<file path="src/rtl/bcd_8421n_seq.sv">
// Time-multiplexed BCD to 8,4,-2,-1 code converter with valid/ready handshakes.
// One shared digit converter walks the latched word least-significant digit first.
module bcd_8421n_seq #(
  parameter int DIGITS = 4
) (
  input  logic                  clk,
  input  logic                  rst,
  input  logic                  in_valid,
  output logic                  in_ready,
  input  logic [4*DIGITS-1:0]   in_bcd,
  output logic                  out_valid,
  input  logic                  out_ready,
  output logic [4*DIGITS-1:0]   out_code,
  output logic [DIGITS-1:0]     err_mask,
  output logic                  out_err,
  output logic                  busy
);

  localparam int IW = (DIGITS > 1) ? $clog2(DIGITS) : 1;
  localparam logic [IW-1:0] LAST_IDX = IW'(DIGITS - 1);

  localparam logic [1:0] IDLE = 2'd0;
  localparam logic [1:0] CONV = 2'd1;
  localparam logic [1:0] DONE = 2'd2;

  logic [1:0]          state;
  logic [IW-1:0]       idx;
  logic [4*DIGITS-1:0] bcd_q;

  logic [3:0] digit;
  logic [3:0] code;
  logic       digit_bad;

  // Shared single-digit converter, fed by the digit the index points at.
  always_comb begin
    // NOTE: every always_comb output gets a default first so no path can infer a latch.
    code      = 4'b0000;
    digit_bad = 1'b0;
    digit     = bcd_q[int'(idx)*4 +: 4];
    case (digit)
      4'd0:    code = 4'b0000;
      4'd1:    code = 4'b0111;
      4'd2:    code = 4'b0110;
      4'd3:    code = 4'b0101;
      4'd4:    code = 4'b0100;
      4'd5:    code = 4'b1011;
      4'd6:    code = 4'b1010;
      4'd7:    code = 4'b1001;
      4'd8:    code = 4'b1000;
      4'd9:    code = 4'b1111;
      default: digit_bad = 1'b1;
    endcase
  end

  // NOTE: the latched input word carries no reset; it is only read after an accept reloads it.
  always_ff @(posedge clk) begin
    if (state == IDLE && in_valid && !rst) begin
      bcd_q <= in_bcd;
    end
  end

  always_ff @(posedge clk) begin
    // NOTE: sequential state uses non-blocking assignments so every register samples pre-edge values.
    if (rst) begin
      state    <= IDLE;
      idx      <= '0;
      out_code <= '0;
      err_mask <= '0;
    end else begin
      case (state)
        IDLE: begin
          if (in_valid) begin
            out_code <= '0;
            err_mask <= '0;
            idx      <= '0;
            state    <= CONV;
          end
        end
        CONV: begin
          out_code[int'(idx)*4 +: 4] <= code;
          err_mask[idx]              <= digit_bad;
          if (idx == LAST_IDX) begin
            state <= DONE;
          end else begin
            idx <= idx + 1'b1;
          end
        end
        DONE: begin
          if (out_ready) begin
            state <= IDLE;
          end
        end
        default: state <= IDLE;
      endcase
    end
  end

  // Status decodes come from registered state; rst only masks them while asserted.
  assign in_ready  = !rst && (state == IDLE);
  assign busy      = !rst && (state == CONV);
  assign out_valid = !rst && (state == DONE);
  assign out_err   = !rst && (|err_mask);

endmodule

</file>
<file path="config.mk">
export PLATFORM = sky130hd
export DESIGN_NAME = bcd_8421n_seq
export DESIGN_NICKNAME = d
export VERILOG_FILES = /design/src/rtl/bcd_8421n_seq.sv
export SDC_FILE = /design/constraint.sdc
export NUM_CORES = 1
export LEC_CHECK = 0
export ABC_AREA = 0
export BUFFER_PORTS_ARGS = -buffer_cell sky130_fd_sc_hd__buf_4
export CAP_MARGIN = 0
export CORE_ASPECT_RATIO = 1.5
export CORE_MARGIN = 5
export CORE_UTILIZATION = 38
export CTS_CLUSTER_SIZE = 14
export DETAILED_ROUTE_END_ITERATION = 12
export GPL_ROUTABILITY_DRIVEN = 0
export PLACE_DENSITY_LB_ADDON = 0.05
export SLEW_MARGIN = 5
export SYNTH_ARGS = -nofsm -noshare
export SYNTH_HDL_FRONTEND = slang
export SYNTH_SLANG_ARGS = --single-unit
</file>
<file path="constraint.sdc">
create_clock -name clk -period 2 [get_ports clk]
set_input_delay 0 -clock clk [delete_from_list [all_inputs] [get_ports clk]]
set_output_delay 0 -clock clk [all_outputs]
set_load 0.02 [all_outputs]
</file>
==> impl_metrics.env, run 1 <==
export IMPL_clk_pin_slew_ps=80
export IMPL_crit_required_ps=2200
export IMPL_initial_utilization_pct=39.6
export IMPL_diodes=0
export IMPL_ys_warn_count=0
export IMPL_die_w_um=66.1
export IMPL_netlist_top_cell_by_area="dfxtp_1"
export IMPL_cts_sinks=40
export IMPL_fmax_mhz=543
export IMPL_ios=44
export IMPL_period_share_pct=92.1
export IMPL_met3_length_um=195
export IMPL_dp_hpwl_um=3170
export IMPL_syn_cell_area_mm2=0.00180
export IMPL_dp_slack_ps=-51.6
export IMPL_p_seq_share_pct=49.4
export IMPL_crit_reg2reg_launch="idx[0]"
export IMPL_netlist_area_leader_share_pct=26.7
export IMPL_tightest_slew_ps=496
export IMPL_skew_ps=5.21
export IMPL_top_layer="met4"
export IMPL_wl_met1_um=1580
export IMPL_synth_area_per_cell_um2=11.5
export IMPL_area_delta_synth_final_pct=43.1
export IMPL_die_area_mm2=0.00623
export IMPL_synth_distinct_cells=37
export IMPL_syn_num_nets=183
export IMPL_grt_setup_unrepaired="false"
export IMPL_drt_pass1_iter_count=4
export IMPL_status="complete, no violations"
export IMPL_multi_input_area_um2=821
export IMPL_clock_latency_ps=290
export IMPL_start_kind="register"
export IMPL_r2r_slack_ps=160
export IMPL_fin_nets=257
export IMPL_maxSlewHeadroom_pct=66.9
export IMPL_wl_per_cell_um=14.8
export IMPL_hold_violations=0
export IMPL_async_flop_share_pct=0
export IMPL_drt_iter0_drc=63
export IMPL_peakVddDrop_mv=0.545
export IMPL_cts_tree="yes"
export IMPL_clock_root_buffer="clkbuf_8"
export IMPL_cap_violations=0
export IMPL_worstSetupEndpoint="out_code[14]"
export IMPL_setup_viol=0
export IMPL_arrival_ps=2040
export IMPL_power_internal_mw=1.38
export IMPL_final_common_cell="buf_4"
export IMPL_register_area_um2=965
export IMPL_path_max_fanout=10
export IMPL_portBuffers=43
export IMPL_most_common_layout_cells="buf_4 (56), dfxtp_1 (23), dlygate4sd3_1 (17)"
export IMPL_p_leak_nw=1.00
export IMPL_die_h_um=94.2
export IMPL_cts_made_buffers=5
export IMPL_vias=1497
export IMPL_worstSetupPathType="register to register"
export IMPL_track_usage_pct=15.1
export IMPL_min_period_ps=1840
export IMPL_yosys_top_cells_area="dfxtp_1 (27%), edfxtp_1 (27%), mux4_2 (5.0%)"
export IMPL_timing_final_ws_setup_ps=157
export IMPL_synth_ff_type="dfxtp_1"
export IMPL_drtAntennaViolNets=0
export IMPL_synth_seq_area_share_pct=53.5
export IMPL_fillCellCount=392
export IMPL_synth_edff_count=16
export IMPL_r2r_end="out_code[14]"
export IMPL_power_mw=1.80
export IMPL_report_final_slew_viol_count=0
export IMPL_rows=30
export IMPL_end_kind="register"
export IMPL_grt_pass1_wl_um=7150
export IMPL_core_area_mm2=0.00454
export IMPL_rr_worst_depth=4
export IMPL_antenna_found_initial=0
export IMPL_grt_overflow=0
export IMPL_drive_gt1_share_pct=33.3
export IMPL_p_per_area_mw_per_mm2=699
export IMPL_grt_pass1_vias=1515
export IMPL_power_switching_mw=0.422
export IMPL_detail_route_wirelength_um=4360
export IMPL_viasPerCell=5.07
export IMPL_cts_setup_buffers=0
export IMPL_grt_max_degree=32
export IMPL_power_switching_share_pct=23.4
export IMPL_routed_wl_met2_um=2460
export IMPL_comb_power_share_pct=15.2
export IMPL_syn_inst=156
export IMPL_hold_path_depth=3
export IMPL_hold_class="input port to register"
export IMPL_drc=0
export IMPL_htreeDepth=2
export IMPL_pwr_share_clk_pct=35.4
export IMPL_synth_seq_cells=40
export IMPL_crit_start="idx[0]"
export IMPL_clk_path_buf_depth=2
## worst max-delay path, stage by stage, from the launching register on
cell      delay [ps]
dfxtp_4          430
mux4_2           630
nor4b_4          360
nor2_2            90
a221oi_2         240
## cell type report
cell class	count	share of cell area (%)
timing repair buffer	73	23.0
sequential	40	37.5
tap	64	3.11
inverter	2	0.292
clock buffer	6	2.82
multi-input combinational	108	31.9
clock inverter	2	1.36
## cell families after synthesis
family          synth area share [%]
simple gates                    18.6
compound gates                  15.2
flops                           53.5
buf+inv                         2.30
fa+ha+maj                       4.87
mux                             5.57
## through the flow
step                      util, %  std cells  setup TNS [ps]  hold slack, ps  cell area (um2)
after floorplan                 -        156               0            98.9             1800
after global placement       49.8        269               0             178             2260
after detailed placement     49.8        269            -158             179             2260
after CTS                    56.0        294               0            27.5             2540
after global routing         56.6        295               0            64.6             2570
final                        56.6        295               0            27.9             2570
## per-layer routing
layer / global-route usage (%) / vias to the layer above
met2: 27.9 / 48
li1: - / 739
met5: 0 / -
met3: 3.71 / 13
met4: 6.61 / 0
met1: 15.6 / 697
## repair_timing
item                                    CTS  global route
pin swaps                                 0             0
endpoints found under the setup margin   11             3
hold buffers                             17             0
cloned                                    0             1
resized for setup                         1             1
endpoints found under the hold margin    17             0
## registers in the layout, summed over array words and instances (netlist names)
register  count
bcd_q        16
idx           2
state         2
out_code     16
err_mask      4
## worst min path at each step
stage	slack [ps]	endpoint	startpoint
final	30	state[0]	in_valid
after global placement	180	bcd_q[13]	in_bcd[13]
after global routing	60	state[0]	in_valid
after floorplan	100	bcd_q[0]	in_bcd[0]
after CTS	30	state[0]	in_valid
after detailed placement	180	bcd_q[13]	in_bcd[13]
## power by group through the flow
stage          clock, mW  sequential (mW)  combinational, mW
2_1_floorplan          0            0.904              0.142
3_3_place_gp           0            0.905              0.238
3_5_place_dp           0            0.905              0.244
4_1_cts            0.657            0.886              0.270
5_1_grt            0.694            0.892              0.299
6_report           0.636            0.888              0.274
## cells in the mapped netlist (3+ instances only)
master and instances:
dfxtp_1 24, edfxtp_1 16, a21oi_1 15, nor2_1 14, nand2_1 10, o21ai_0 8, ha_1 7, nand3b_1 7
a32oi_1 6, clkbuf_1 6, mux4_2 4, nand2b_1 3, nor3b_1 3, nor3b_2 3
Note: power is estimated with default switching activity, not from simulation.
==> inputs of run 2 (changes only) <==
- ABC_AREA: 0 -> 1
- CORE_UTILIZATION: 38 -> 48
- CTS_CLUSTER_DIAMETER: not set -> 30
==> impl_metrics.env, run 2 <==
export IMPL_arrival_ps=1860
export IMPL_netlist_top_cell_by_area="dfxtp_1"
export IMPL_status="complete, no violations"
export IMPL_synth_seq_cells=40
export IMPL_ys_top_cells_by_count="nand2_1 (56), dfxtp_1 (24), a21oi_1 (17), edfxtp_1 (16), nand3_1 (16)"
export IMPL_cts_made_buffers=5
export IMPL_clock_root_buffer="clkbuf_8"
export IMPL_drt_iter0_drc=65
export IMPL_crit_family="simple AND/OR/NAND/NOR gates"
export IMPL_drive_gt1_share_pct=29.4
export IMPL_viasPerCell=5.06
export IMPL_detail_route_wirelength_um=4150
export IMPL_crit_required_ps=2220
export IMPL_p_per_area_mw_per_mm2=719
export IMPL_most_common_layout_cells="nand2_1 (56), buf_4 (47), dfxtp_1 (24)"
export IMPL_synth_seq_area_share_pct=49.5
export IMPL_period_share_pct=82.2
export IMPL_end_kind="register"
export IMPL_hold_class="input port to register"
export IMPL_timing_final_ws_setup_ps=357
export IMPL_multi_input_area_um2=877
export IMPL_clock_latency_ps=280
export IMPL_cts_tree="yes"
export IMPL_area_delta_synth_final_pct=31.9
export IMPL_core_area_mm2=0.00392
export IMPL_cts_setup_buffers=0
export IMPL_fillCellCount=355
export IMPL_synth_distinct_cells=30
export IMPL_hold_path_depth=3
export IMPL_synth_ff_type="dfxtp_1"
export IMPL_slowest_delay_ps=380
export IMPL_ios=44
export IMPL_grt_pass1_vias=1630
export IMPL_die_h_um=87.9
export IMPL_fmax_mhz=609
export IMPL_tightest_slew_ps=467
export IMPL_yosys_top_cells_area="dfxtp_1 (25%), edfxtp_1 (25%), nand2_1 (11%)"
export IMPL_dp_slack_ps=385
export IMPL_reg_top3="bcd_q (16), out_code (16), err_mask (4)"
export IMPL_synth_edff_count=16
export IMPL_rows=28
export IMPL_crit_reg2reg_launch="idx[0]"
export IMPL_fin_setup_tns_ps=0
export IMPL_wl_per_cell_um=12.7
export IMPL_critical_path_buf_inv_count=1
export IMPL_clk_path_buf_depth=2
export IMPL_initial_utilization_pct=49.5
export IMPL_clk_pin_slew_ps=70
export IMPL_synth_most_common_cell="nand2_1"
export IMPL_peakVddDrop_mv=0.606
export IMPL_track_usage_pct=17.6
export IMPL_final_common_cell="nand2_1"
export IMPL_syn_cell_area_mm2=0.00194
export IMPL_die_w_um=61.9
export IMPL_worstSetupPathType="register to register"
export IMPL_crit_slowest_cell="nor3_1"
export IMPL_htreeDepth=2
export IMPL_setup_viol=0
export IMPL_crit_start="idx[0]"
export IMPL_cts_sinks=40
export IMPL_final_util_pct=65.3
export IMPL_vias=1654
export IMPL_cap_violations=0
export IMPL_portBuffers=43
export IMPL_cts_hold_buf=16
export IMPL_async_flop_share_pct=0
export IMPL_grt_overflow=0
export IMPL_syn_num_nets=243
export IMPL_grt_max_degree=29
export IMPL_dp_hpwl_um=3040
export IMPL_drc=0
export IMPL_p_leak_nw=1.08
export IMPL_diodes=0
export IMPL_hold_violations=0
export IMPL_ys_warn_count=0
export IMPL_synth_area_per_cell_um2=8.99
export IMPL_drt_pass1_iter_count=4
export IMPL_grt_setup_unrepaired="false"
export IMPL_hold_start="out_ready"
export IMPL_path_depth=6
export IMPL_power_mw=1.84
export IMPL_netlist_area_leader_share_pct=24.7
export IMPL_start_kind="register"
export IMPL_maxSlewHeadroom_pct=68.6
export IMPL_report_final_slew_viol_count=0
export IMPL_critical_path_cell_chain="inv_2, ha_1, nand2_1, nor3_1, nand4_1, a21oi_1"
export IMPL_rr_worst_depth=6
export IMPL_path_max_fanout=12
export IMPL_cts_repair_resized=0
export IMPL_min_period_ps=1640
export IMPL_die_area_mm2=0.00544
export IMPL_grt_pass1_wl_um=7170
export IMPL_drtAntennaViolNets=0
export IMPL_syn_inst=216
export IMPL_antenna_found_initial=0
export IMPL_skew_ps=4.38
export IMPL_fin_nets=308
export IMPL_register_area_um2=961
## run 2: worst min-delay path, cell delays in order
cell    delay (ps)
buf_4           80
nor2_1          40
o21a_1         170
## run 2: path summary, 6_finish.rpt
check | to | slack [ps]
worst min-delay path | state[1] | 40
worst max-delay path | out_code[1] | 360
worst min register to register | out_code[14] | 460
worst max register to register | out_code[1] | 360
## run 2: layout make-up
cell class	instances	share of cell area, %
Clock inverter	1	0.147
Clock buffer	7	2.98
Timing Repair Buffer	63	20.0
Tap cell	45	2.20
Inverter	19	2.88
Multi-Input combinational cell	152	34.2
Sequential cell	40	37.5
## run 2: report_power, final
group | internal [mW] | total, mW | leakage [nW] | switching (mW)
registers | 0.878 | 0.890 | 0.343 | 0.0120
logic | 0.163 | 0.454 | 0.696 | 0.291
clock network | 0.243 | 0.498 | 0.0399 | 0.256
## run 2: metal layers
metal,routed length (um),track usage (%)
met3,192,4.72
met2,2390,33.5
met1,1510,17.8
met4,55,5.21
met5,0,0
## run 2: logic make-up after synthesis
family / after synthesis / synth area share [%]
AND/OR/NAND/NOR: 115 / 31.5
flip-flops: 40 / 49.5
AO/OA/AOI/OAI: 30 / 9.15
buffers and inverters: 24 / 5.35
adder cells (fa/ha/maj): 7 / 4.51
## run 2: stage by stage
step | cells | hold slack (ps) | cell area (um2)
global route | 327 | 44.0 | 2560
detailed placement | 303 | 179 | 2320
global placement | 303 | 178 | 2320
finish | 327 | 35.1 | 2560
floorplan | 216 | 98.9 | 1940
CTS | 327 | 32.1 | 2560
==> inputs of run 3 (changes only) <==
- ABC_AREA: 1 -> 0
- CORE_UTILIZATION: 48 -> 50
- clock period: 2 -> 1.7 ns (I/O delays scaled with it)
==> impl_metrics.env, run 3 (same netlist as run 1, synthesis figures left out) <==
export IMPL_status="finished, violations left"
export IMPL_violations="negative setup slack"
export IMPL_crit_slowest_cell="mux4_2"
export IMPL_drt_iter0_drc=83
export IMPL_grt_pass1_vias=1550
export IMPL_min_period_ps=1860
export IMPL_fillCellCount=216
export IMPL_grt_pass1_wl_um=7560
export IMPL_drive_gt1_share_pct=42.6
export IMPL_skew_ps=9.89
export IMPL_wl_per_cell_um=18.6
export IMPL_end_kind="register"
export IMPL_ios=44
export IMPL_hold_class="input port to register"
export IMPL_timing_final_ws_setup_ps=-163
export IMPL_dp_slack_ps=-127
export IMPL_critical_path_buf_inv_count=0
export IMPL_path_max_fanout=6
export IMPL_clk_path_buf_depth=2
export IMPL_clk_pin_slew_ps=80
export IMPL_dp_cells=251
export IMPL_clock_root_buffer="clkbuf_8"
export IMPL_worstSetupPathType="register to register"
export IMPL_cts_tree="yes"
export IMPL_track_usage_pct=20.4
export IMPL_cts_made_buffers=5
export IMPL_arrival_ps=2080
export IMPL_hold_violations=0
export IMPL_htreeDepth=2
export IMPL_most_common_layout_cells="buf_4 (65), dfxtp_1 (22), dlygate4sd3_1 (17)"
export IMPL_initial_utilization_pct=52.1
export IMPL_dp_hpwl_um=3260
export IMPL_final_common_cell="buf_4"
export IMPL_die_w_um=58.9
export IMPL_drt_pass1_iter_count=4
export IMPL_die_h_um=83.4
export IMPL_drc=0
export IMPL_fin_nets=268
export IMPL_fmax_mhz=537
export IMPL_instances_no_fill=285
export IMPL_die_area_mm2=0.00492
export IMPL_vias=1627
export IMPL_peakVddDrop_mv=0.906
export IMPL_drtAntennaViolNets=0
export IMPL_r2r_slack_ps=-160
export IMPL_crit_family="multiplexers"
export IMPL_crit_required_ps=1910
export IMPL_grt_overflow=0
export IMPL_area_delta_synth_final_pct=51.7
export IMPL_tightest_slew_ps=392
export IMPL_cap_violations=0
export IMPL_clock_latency_ps=300
export IMPL_power_mw=2.23
export IMPL_slowest_delay_ps=600
export IMPL_maxSlewHeadroom_pct=73.9
export IMPL_start_kind="register"
export IMPL_portBuffers=43
export IMPL_worst_hold_slack_ps=17.1
export IMPL_detail_route_wirelength_um=5310
export IMPL_period_share_pct=110
export IMPL_grt_setup_unrepaired="true"
export IMPL_report_final_slew_viol_count=0
export IMPL_reg_top3="bcd_q (16), out_code (16), err_mask (4)"
export IMPL_rows=26
export IMPL_cts_sinks=40
export IMPL_p_per_area_mw_per_mm2=819
export IMPL_critical_path_cell_chain="mux4_2, nor4b_4, nor2_2, a221oi_2"
export IMPL_p_leak_nw=1.07
export IMPL_setup_viol=18
export IMPL_core_area_mm2=0.00345
export IMPL_antenna_found_initial=1
export IMPL_viasPerCell=5.71
export IMPL_grt_max_degree=32
-- run 3: cell types whose count changed in the layout (fill, tap and decap cells not counted), sizes merged, moves of 6 or more --
cell / delta
buf: +20
nor3b: +6
inv: -17
nand2: -54
nand3b: +7
nand3: -22
a32oi: +6
-- run 3: worst min-delay path: cells and delay by family --
kind | cells | cell delay [ps]
and+or+nand+nor | 1 | 80
buffers and inverters | 1 | 120
AOI/OAI and AO/OA | 1 | 60
-- run 3: path summary, 6_finish.rpt --
kind,from,to,depth (start not counted)
setup / recovery,idx[0],out_code[2],4
setup reg to reg,idx[0],out_code[2],4
hold reg to reg,out_code[1],out_code[1],2
hold / removal,in_valid,state[0],3
-- run 3: metrics by stage --
step	instance area (um2)	TNS [ps]	util, %
2_1_floorplan	1820	-271	-
3_3_place_gp	2290	-298	66.3
3_5_place_dp	2290	-970	66.3
4_1_cts	2620	-473	76.0
5_1_grt	2730	-2880	79.1
6_report	2730	-1720	79.1
-- run 3: per-layer routing --
layer / global-route usage (%) / part of all wire (%) / up-vias
li1: - / - / 762
met1: 22.5 / 36 / 808
met2: 37.4 / 58 / 50
met3: 4.97 / 5.0 / 7
met4: 5.15 / 1.3 / 0
met5: 0 / 0 / -
-- run 3: repair_timing --
action / in CTS / in global routing
hold endpoints to repair: 17 / 0
pin swaps: 5 / 6
gates cloned: 1 / 0
endpoints found under the setup margin: 19 / 21
setup buffers: 1 / 6
resized for setup: 5 / 16
hold buffers: 17 / 0
-- run 3: layout make-up --
| class | count | area, um2 | area share [%] |
|---|---|---|---|
| tap | 42 | 52.6 | 1.93 |
| clock buffer | 5 | 68.8 | 2.52 |
| clock inverter | 3 | 42.5 | 1.56 |
| sequential | 40 | 968 | 35.5 |
| antenna | 1 | 2.50 | 0.0918 |
| multi-input combinational | 108 | 903 | 33.1 |
| timing repair buffer | 84 | 681 | 25.0 |
| inverter | 2 | 7.51 | 0.275 |
-- run 3: power by group --
group,switching (mW),internal [mW],total [mW]
sequential,0.0225,1.02,1.05
combinational,0.203,0.208,0.410
clock,0.343,0.433,0.776
total,0.568,1.66,2.23
